[src/rtl/eth_hdr_extract.sv]
`default_nettype none
// ============================================================================
//  Module   : eth_hdr_extract
//  Purpose  : Pops bytes from an upstream FIFO and splits each Ethernet frame
//             into a 14-byte header and a payload byte stream. Frames shorter
//             than a full header (runts) are discarded.
//  Ports    : clk, rst (async, active high)
//             r_empty, r_en, r_data[8:0]      FIFO read port (bit 8 = last)
//             hdr_valid, hdr_ready            header handshake
//             dst_mac, src_mac, ethertype,
//             hdr_nopay                       header fields
//             out_valid, out_ready, out_data,
//             out_last                        payload stream
//             frame_cnt, runt_cnt             statistics counters
//  Config   : define ETH_HDR_EXTRACT_STATS_EN to build the statistics
//             counters. Without it, both counter ports are tied to 0.
//  Revision : 1.0 - initial release
// ============================================================================
module eth_hdr_extract #(
    parameter int CNT_WIDTH = 16
) (
    input  logic                 clk,
    input  logic                 rst,
    input  logic                 r_empty,
    output logic                 r_en,
    input  logic [8:0]           r_data,
    output logic                 hdr_valid,
    input  logic                 hdr_ready,
    output logic [47:0]          dst_mac,
    output logic [47:0]          src_mac,
    output logic [15:0]          ethertype,
    output logic                 hdr_nopay,
    output logic                 out_valid,
    input  logic                 out_ready,
    output logic [7:0]           out_data,
    output logic                 out_last,
    output logic [CNT_WIDTH-1:0] frame_cnt,
    output logic [CNT_WIDTH-1:0] runt_cnt
);

    typedef enum logic [2:0] {
        S_IDLE = 3'd0,
        S_HDR  = 3'd1,
        S_HOLD = 3'd2,
        S_PAY  = 3'd3,
        S_DROP = 3'd4
    } state_t;

    state_t         state_q, state_d;
    logic [1:0]     cnt_q;          // buffered words
    logic           inflight_q;     // pop issued last cycle, data arrives now
    logic           wr_ptr_q, rd_ptr_q;
    logic [8:0]     buf_q [2];
    logic [3:0]     idx_q, idx_d;
    logic [111:0]   hdr_q, hdr_d;
    logic           nopay_q, nopay_d;

    logic           w_have;
    logic [8:0]     w_head;
    logic           w_pop;
    logic [2:0]     w_occ;

    assign w_have = (cnt_q != 2'd0);
    assign w_head = buf_q[rd_ptr_q];

    // Credit counts both stored words and the pop whose data is still on its
    // way, so every issued pop is guaranteed a free slot.
    assign w_occ = {1'b0, cnt_q} + {2'b00, inflight_q};
    assign r_en  = !rst && !r_empty && (w_occ < 3'd2);

    // Input buffer: 2-entry circular queue fed one cycle after each pop.
    always_ff @(posedge clk or posedge rst) begin
        if (rst) begin
            buf_q[0]   <= '0;
            buf_q[1]   <= '0;
            cnt_q      <= 2'd0;
            inflight_q <= 1'b0;
            wr_ptr_q   <= 1'b0;
            rd_ptr_q   <= 1'b0;
        end else begin
            inflight_q <= r_en;
            if (inflight_q) begin
                buf_q[wr_ptr_q] <= r_data;
                wr_ptr_q        <= ~wr_ptr_q;
            end
            if (w_pop) begin
                rd_ptr_q <= ~rd_ptr_q;
            end
            cnt_q <= cnt_q + {1'b0, inflight_q} - {1'b0, w_pop};
        end
    end

    always_ff @(posedge clk or posedge rst) begin
        if (rst) begin
            state_q <= S_IDLE;
            idx_q   <= 4'd0;
            hdr_q   <= '0;
            nopay_q <= 1'b0;
        end else begin
            state_q <= state_d;
            idx_q   <= idx_d;
            hdr_q   <= hdr_d;
            nopay_q <= nopay_d;
        end
    end

    always_comb begin
        state_d   = state_q;
        idx_d     = idx_q;
        hdr_d     = hdr_q;
        nopay_d   = nopay_q;
        w_pop     = 1'b0;
        hdr_valid = 1'b0;
        out_valid = 1'b0;
        out_last  = 1'b0;
        case (state_q)
            S_IDLE: begin
                idx_d = 4'd0;
                if (w_have) begin
                    state_d = S_HDR;
                end
            end
            S_HDR: begin
                if (w_have) begin
                    w_pop = 1'b1;
                    // First byte ends up in the top bits after 14 shifts.
                    hdr_d = {hdr_q[103:0], w_head[7:0]};
                    if (idx_q == 4'd13) begin
                        nopay_d = w_head[8];
                        state_d = S_HOLD;
                    end else if (w_head[8]) begin
                        state_d = S_IDLE;   // runt: frame ends inside header
                    end else begin
                        idx_d = idx_q + 4'd1;
                    end
                end
            end
            S_HOLD: begin
                hdr_valid = 1'b1;
                if (hdr_ready) begin
                    state_d = nopay_q ? S_IDLE : S_PAY;
                end
            end
            S_PAY: begin
                out_valid = w_have;
                out_last  = w_have && w_head[8];
                if (w_have && out_ready) begin
                    w_pop = 1'b1;
                    if (w_head[8]) begin
                        state_d = S_IDLE;
                    end
                end
            end
            S_DROP: begin
                if (w_have) begin
                    w_pop = 1'b1;
                    if (w_head[8]) begin
                        state_d = S_IDLE;
                    end
                end
            end
            default: begin
                state_d = S_IDLE;
            end
        endcase
    end

    assign dst_mac   = hdr_q[111:64];
    assign src_mac   = hdr_q[63:16];
    assign ethertype = hdr_q[15:0];
    assign hdr_nopay = nopay_q;
    assign out_data  = w_head[7:0];

`ifdef ETH_HDR_EXTRACT_STATS_EN
    localparam logic [CNT_WIDTH-1:0] c_cnt_one = {{(CNT_WIDTH-1){1'b0}}, 1'b1};

    logic [CNT_WIDTH-1:0] frame_cnt_q, runt_cnt_q;
    logic                 w_frame_inc, w_runt_inc;

    assign w_frame_inc = (state_q == S_HOLD) && hdr_ready;
    assign w_runt_inc  = (state_q == S_HDR) && w_have && w_head[8] &&
                         (idx_q != 4'd13);

    // Counters wrap naturally from all-ones to zero.
    always_ff @(posedge clk or posedge rst) begin
        if (rst) begin
            frame_cnt_q <= '0;
            runt_cnt_q  <= '0;
        end else begin
            if (w_frame_inc) begin
                frame_cnt_q <= frame_cnt_q + c_cnt_one;
            end
            if (w_runt_inc) begin
                runt_cnt_q <= runt_cnt_q + c_cnt_one;
            end
        end
    end

    assign frame_cnt = frame_cnt_q;
    assign runt_cnt  = runt_cnt_q;
`else
    assign frame_cnt = '0;
    assign runt_cnt  = '0;
`endif

endmodule
`default_nettype wire

[config.mk]
export PLATFORM = sky130hd
export DESIGN_NAME = eth_hdr_extract
export DESIGN_NICKNAME = d
export VERILOG_FILES = /design/src/rtl/eth_hdr_extract.sv
export SDC_FILE = /design/constraint.sdc
export NUM_CORES = 1
export LEC_CHECK = 0
export CELL_PAD_IN_SITES_DETAIL_PLACEMENT = 1
export CELL_PAD_IN_SITES_GLOBAL_PLACEMENT = 1
export CORE_MARGIN = 2
export CORE_UTILIZATION = 23
export CTS_BUF_LIST = sky130_fd_sc_hd__clkbuf_2 sky130_fd_sc_hd__clkbuf_4 sky130_fd_sc_hd__clkbuf_8
export CTS_CLUSTER_DIAMETER = 50
export DETAILED_ROUTE_END_ITERATION = 12
export PLACE_DENSITY = 0.51
export SLEW_MARGIN = 20
export SYNTH_ARGS = -nofsm -noshare
export SYNTH_HDL_FRONTEND = slang
export SYNTH_SLANG_ARGS = --single-unit
[constraint.sdc]
create_clock -name clk -period 6.1 [get_ports clk]
set_input_delay 0.61 -clock clk [delete_from_list [all_inputs] [get_ports clk]]
set_output_delay 0.61 -clock clk [all_outputs]
set_load 0.01 [all_outputs]
==> results.py, run 1 <==
metrics = {
    "cells_and_area": {
        "fin_area_um2": 8320,
        "multiInputGateArea_um2": 2400,
        "regArea_um2": 3580,
        "fin_nets": 558,
        "drive_above_1_share_pct": 32.8,
        "syn_to_final_growth_pct": 29.8,
        "fill_cells": 2984,
        "diodes": 0,
    },
    "timing": {
        "fmax_mhz": 334,
        "setup_viol": 0,
        "hold_viol_final": 0,
        "post-route-period-util_pct": 49.1,
        "maxSlewHeadroom_pct": 44.6,
        "period_needed_ns": 2.99,
        "worst-slew-pin-transition_ns": 0.831,
        "fin_skew_ns": 0.0169,
        "finalSetupTns_ns": 0,
        "rsz0062_at_grt": "false",
        "slew_violations": 0,
    },
    "global_routing": {
        "grt_pass1_vias": 3856,
        "grt_util_met2_pct": 16.2,
        "grtUsageMet3_pct": 3.08,
        "antenna_found_initial": 0,
        "grt_max_degree": 87,
        "grt_usage_pct": 10.3,
        "grt-busiest-layer": "met2",
        "met1_usage_pct": 13.5,
        "gr-total-overflow": 0,
        "grt_pass1_wl_um": 22900,
    },
    "drt": {
        "vias_per_cell": 3.86,
        "drcViolationCount": 0,
        "drt_first_pass_iters": 4,
        "vias": 3586,
        "drtAntennaViolNets": 0,
        "routed_wl_um": 14800,
        "wire_per_inst_um": 15.9,
        "drtIter0Drc": 91,
    },
    "logic_synthesis": {
        "netlist.area_leader.share_pct": 55.8,
        "synth_cell_type_count": 42,
        "yosys_warnings": 0,
        "synth-main-ff-cell": "dfrtp_1",
        "syn_area_um2": 6410,
        "ys_seq_elements": 143,
        "syn-instance-count": 406,
        "netlist_top_cells_count": "dfrtp_1, mux2_4, mux2_2",
        "ys_seq_area_share_pct": 55.8,
        "synth_top_area_cell": "dfrtp_1",
        "synth-edff-count": 0,
        "synth.most_common_cell": "dfrtp_1",
        "synth.area.top_cells": "dfrtp_1, mux2_4, mux2_2",
        "postSynthAreaPerCell_um2": 15.8,
        "async_flop_share_pct": 100,
    },
    "place": {
        "dpl-instance-area_um2": 7880,
        "gp_congestion": 0.708,
        "dpl.hpwl_um": 10400,
        "numPortBuffers": 138,
    },
    "clocking": {
        "post_cts_buffers": 0,
        "clk_pin_slew_worst_paths_ns": 0.09,
        "htree_levels": 4,
        "postCtsHoldBufs": 0,
        "numCtsBuffers": 17,
        "post_cts_resize_count": 0,
        "cts_tree": "yes",
        "root_buffer": "clkbuf_8",
        "cts_max_path_buffers": 2,
        "clock_latency_ns": 0.45,
        "cts_sinks": 143,
    },
    "worst_setup_path": {
        "crit_end": "out_last",
        "r2r-start": "state_q[0]",
        "cp_data_arrival_time_ns": 2.38,
        "cp-startpoint": "state_q[0]",
        "r2r_cells": 4,
        "endpoint_kind": "primary output",
        "r2r_slack_ns": 3.32,
        "path_max_fanout": 17,
        "critPathRequiredTime_ns": 5.49,
        "crit_type": "reg2out",
        "r2r-end": "hdr_q[55]",
        "start_kind": "register",
    },
    "die": {
        "dieArea_um2": 29200,
        "ios": 171,
        "core_um2": 27600,
        "die_x_um": 171,
        "start_util_pct": 23.2,
        "die_y_um": 171,
        "rows": 61,
    },
    "power": {
        "power_switching_w": 0.00153,
        "peakVddDrop_v": 0.000218,
        "p_clk_share_pct": 18.3,
        "comb_power_share_pct": 45.4,
        "pwr-share-seq_pct": 36.3,
        "p_leak_nw": 3.72,
        "intPower_w": 0.00310,
        "switching_share_pct": 33.1,
        "cellPowerDensity_nw_per_um2": 557,
    },
    "worst_hold_path": {
        "hold_class": "reg2reg",
    },
    "status": {
        "status": "finished clean",
    },
    "job": {
        "drv_cap": 0,
    },
}
metrics by stage:
step	setup WS [ns]	std cells	hold slack, ns	util, %	total power, W
3_5_place_dp	3.29	899	0.494	28.5	0.00385
3_3_place_gp	3.31	899	0.481	28.5	0.00378
2_1_floorplan	1.65	437	0.474	-	0.00304
5_1_grt	2.89	930	0.529	30.1	0.00493
4_1_cts	3.05	930	0.514	30.1	0.00474
6_report	3.11	930	0.505	30.1	0.00463
how the worst min path moves through the flow:
stage,startpoint,depth (start not counted),endpoint
after floorplan,buf_q[0],1,buf_q[0]
after global placement,buf_q[5],1,buf_q[5]
after detailed placement,buf_q[4],1,buf_q[4]
after CTS,buf_q[4],1,buf_q[4]
after global routing,buf_q[13],1,buf_q[13]
final,buf_q[4],1,buf_q[4]
area by class of cell:
| class | count | area share, % |
|---|---|---|
| Timing Repair Buffer | 141 | 16.9 |
| Clock inverter | 12 | 2.23 |
| Tap cell | 378 | 5.69 |
| Inverter | 5 | 0.286 |
| Sequential cell | 143 | 43.0 |
| Clock buffer | 19 | 3.07 |
| Multi-Input combinational cell | 232 | 28.8 |
cells in the final DEF (no fill, tap or decap), drive strengths merged, types with 2 or more instances in the layout:
cell type      Yosys  routed
xor2               2       2
nand3              3       3
nand3b             2       2
clkinv             0       3
clkdlybuf4s50      0     138
clkinvlp           0       4
mux2             141     141
nand2b             3       3
nor2               9       9
clkbuf             2      19
a21o               2       2
a31oi              2       2
buf               55       3
a21oi              4       4
ha                 4       4
or2                2       2
xnor2              2       2
dfrtp            143     143
conb               1      32
nand2              8       8
bufinv             0       4
inv                5       6
state kept, by name, indices dropped and copies added (netlist names):
register	cells
buf_q	18
cnt_q	2
hdr_nopay	1
hdr_q	112
idx_q	4
inflight_q	1
rd_ptr_q	1
state_q	3
wr_ptr_q	1
metal layers:
metal	vias up	wire length, um
met1	1850	6860
li1	1607	-
met4	0	206
met5	-	0
met2	114	6890
met3	15	871
power groups by stage:
stage | clock (W) | combinational (W) | sequential [W]
after floorplan | 0 | 0.00133 | 0.00171
after global placement | 0 | 0.00210 | 0.00169
after detailed placement | 0 | 0.00213 | 0.00172
after CTS | 0.000893 | 0.00214 | 0.00170
after global routing | 0.000932 | 0.00225 | 0.00175
final | 0.000850 | 0.00210 | 0.00168
worst max-delay path, stage by stage (launching register included):
cell	delay [ns]
dfrtp_1	0.69
o21ai_1	0.31
nor2_1	0.24
and2_1	0.16
clkdlybuf4s50_1	0.54
cells by family (layout without fill, tap and decap cells):
family                     after synthesis  count (layout)  share of synthesized area (%)
xor gates and xnor gates                 4               4                          0.547
DFF                                    143             143                           55.8
and+or+nand+nor                         33              33                           3.16
AOI/OAI and AO/OA                       17              17                           1.93
buffers and inverters                   62             177                           8.53
adders and majority gates                4               4                          0.781
muxes                                  142             142                           29.1
other                                    1              32                         0.0585
Note: power is estimated with default switching activity, not from simulation.
==> run 2, diff against run 1 <==
- clock period: 6.1 -> 2.89 ns (I/O delays scaled with it)
==> run 2 against run 1 <==
Compared with the run above: hold slack got worse by 0.38 ns; highest routed layer unchanged; wire length increased by 0.62%; combinational power increased by 110%; first-iteration DRC count increased by 36%; critical endpoint unchanged; cell count increased by 0.32%; count of clock-buffer cells in the layout unchanged; utilization increased by 0.14 points; sequential power increased by 110%; total power increased by 110%; final area increased by 0.45%; critical path type unchanged; clock skew increased by 0.0026 ns; sequential share of layout area decreased by 0.19 points; largest cell class unchanged.
==> results.py, run 2 (synthesis gave the netlist of run 1 again) <==
metrics = {
    "cells_and_area": {
        "syn_to_final_growth_pct": 30.4,
        "final_cell_mix": "dfrtp_1, clkdlybuf4s50_1, mux2_4",
        "top_register": "hdr_q",
        "largest_reg_flops": 112,
        "top_regs": "hdr_q: 112 flops, buf_q: 18 flops, idx_q: 4 flops",
        "drive_above_1_share_pct": 33.2,
        "fin_nets": 560,
        "final_common_cell": "dfrtp_1",
        "diodes": 0,
    },
    "power": {
        "comb_power_share_pct": 46.3,
        "cellPowerDensity_nw_per_um2": 1170,
        "peakVddDrop_v": 0.000427,
        "switching_share_pct": 33.8,
        "p_leak_nw": 3.74,
        "pwr-share-seq_pct": 36.5,
        "intPower_w": 0.00645,
        "p_clk_share_pct": 17.3,
        "power_switching_w": 0.00330,
    },
    "clocking": {
        "root_buffer": "clkbuf_8",
        "htree_levels": 4,
        "cts_max_path_buffers": 2,
        "numCtsBuffers": 17,
        "postCtsHoldBufs": 0,
        "post_cts_resize_count": 0,
        "post_cts_buffers": 0,
        "cts_sinks": 143,
        "cts_tree": "yes",
        "clock_latency_ns": 0.44,
        "clk_pin_slew_worst_paths_ns": 0.09,
    },
    "drt": {
        "drcViolationCount": 0,
        "vias_per_cell": 3.88,
        "drtIter0Drc": 124,
        "vias": 3623,
        "routed_wl_um": 14900,
        "drtAntennaViolNets": 0,
        "wire_per_inst_um": 16.0,
        "drt_first_pass_iters": 4,
    },
    "worst_setup_path": {
        "critPathRequiredTime_ns": 2.60,
        "r2r_slack_ns": 0.70,
        "r2r-start": "state_q[0]",
        "r2r-end": "hdr_q[29]",
        "crit_end": "out_last",
        "crit_type": "reg2out",
        "cp-startpoint": "state_q[0]",
        "endpoint_kind": "primary output",
        "cp_data_arrival_time_ns": 2.31,
        "r2r_cells": 4,
        "path_max_fanout": 17,
        "start_kind": "register",
    },
    "timing": {
        "fmax_mhz": 385,
        "rsz0062_at_grt": "false",
        "hold_viol_final": 0,
        "finalSetupTns_ns": 0,
        "maxSlewHeadroom_pct": 46.1,
        "fin_skew_ns": 0.0195,
        "setup_viol": 0,
        "hold_ws_ns": 0.127,
        "post-route-period-util_pct": 90.0,
        "period_needed_ns": 2.60,
        "worst-slew-pin-transition_ns": 0.808,
        "slew_violations": 0,
    },
    "status": {
        "status": "finished clean",
    },
    "die": {
        "core_um2": 27600,
        "rows": 61,
        "die_y_um": 171,
        "ios": 171,
        "start_util_pct": 23.2,
        "dieArea_um2": 29200,
        "die_x_um": 171,
    },
    "global_routing": {
        "gr-total-overflow": 0,
        "grt_max_degree": 138,
        "grt_pass1_wl_um": 23400,
        "grt_pass1_vias": 3905,
        "antenna_found_initial": 0,
        "grt_usage_pct": 10.5,
    },
    "worst_hold_path": {
        "hold_class": "in2async",
    },
    "place": {
        "gp_congestion": 0.690,
        "dpl.hpwl_um": 10500,
        "numPortBuffers": 138,
    },
    "job": {
        "drv_cap": 0,
    },
}
==> run 2: layout make-up <==
cell class / count / area (um2)
Fill cell: 2959 / 19300
Sequential cell: 143 / 3580
Multi-Input combinational cell: 232 / 2400
Timing Repair Buffer: 143 / 1470
Tap cell: 378 / 473
Clock buffer: 19 / 262
Clock inverter: 13 / 153
Inverter: 5 / 22.5
==> run 2: per-layer routing <==
layer	global-route usage, %	share of wire (%)	vias to the layer above
met1	13.3	46	1877
li1	-	-	1617
met4	2.76	0.70	0
met3	4.05	7.0	9
met5	0	0	-
met2	16.9	46	120
==> run 2: worst min-delay path by stage <==
stage | from | endpoint | slack (ns) | cells after the start
3_5_place_dp | buf_q[0] | buf_q[0] | 0.50 | 1
5_1_grt | rst | inflight_q | 0.09 | 2
4_1_cts | rst | inflight_q | 0.08 | 2
2_1_floorplan | r_data[0] | buf_q[0] | 0.44 | 1
3_3_place_gp | buf_q[1] | buf_q[1] | 0.48 | 1
6_report | rst | inflight_q | 0.13 | 2
==> run 2: through the flow <==
stage	utilization, %	instance area, um2	worst slack (ns)	power, W	cells
2_1_floorplan	-	6530	0.810	0.00641	437
3_3_place_gp	28.7	7940	0.742	0.00807	901
3_5_place_dp	28.7	7940	0.697	0.00821	901
4_1_cts	30.2	8360	0.240	0.00998	933
5_1_grt	30.2	8360	0.134	0.0104	933
6_report	30.2	8360	0.290	0.00975	933
==> run 2: critical path, cell delays in order, from the launching register on <==
cell,delay [ns]
dfrtp_1,0.67
o21ai_1,0.29
nor2_1,0.19
and2_1,0.16
clkdlybuf4s50_1,0.55
==> run 2: power by group through the flow <==
| stage | Clock (W) | Combinational, W | Sequential [W] |
|---|---|---|---|
| 2_1_floorplan | 0 | 0.00280 | 0.00361 |
| 3_3_place_gp | 0 | 0.00451 | 0.00357 |
| 5_1_grt | 0.00187 | 0.00481 | 0.00372 |
| 3_5_place_dp | 0 | 0.00458 | 0.00363 |
| 6_report | 0.00168 | 0.00451 | 0.00356 |
| 4_1_cts | 0.00179 | 0.00460 | 0.00359 |
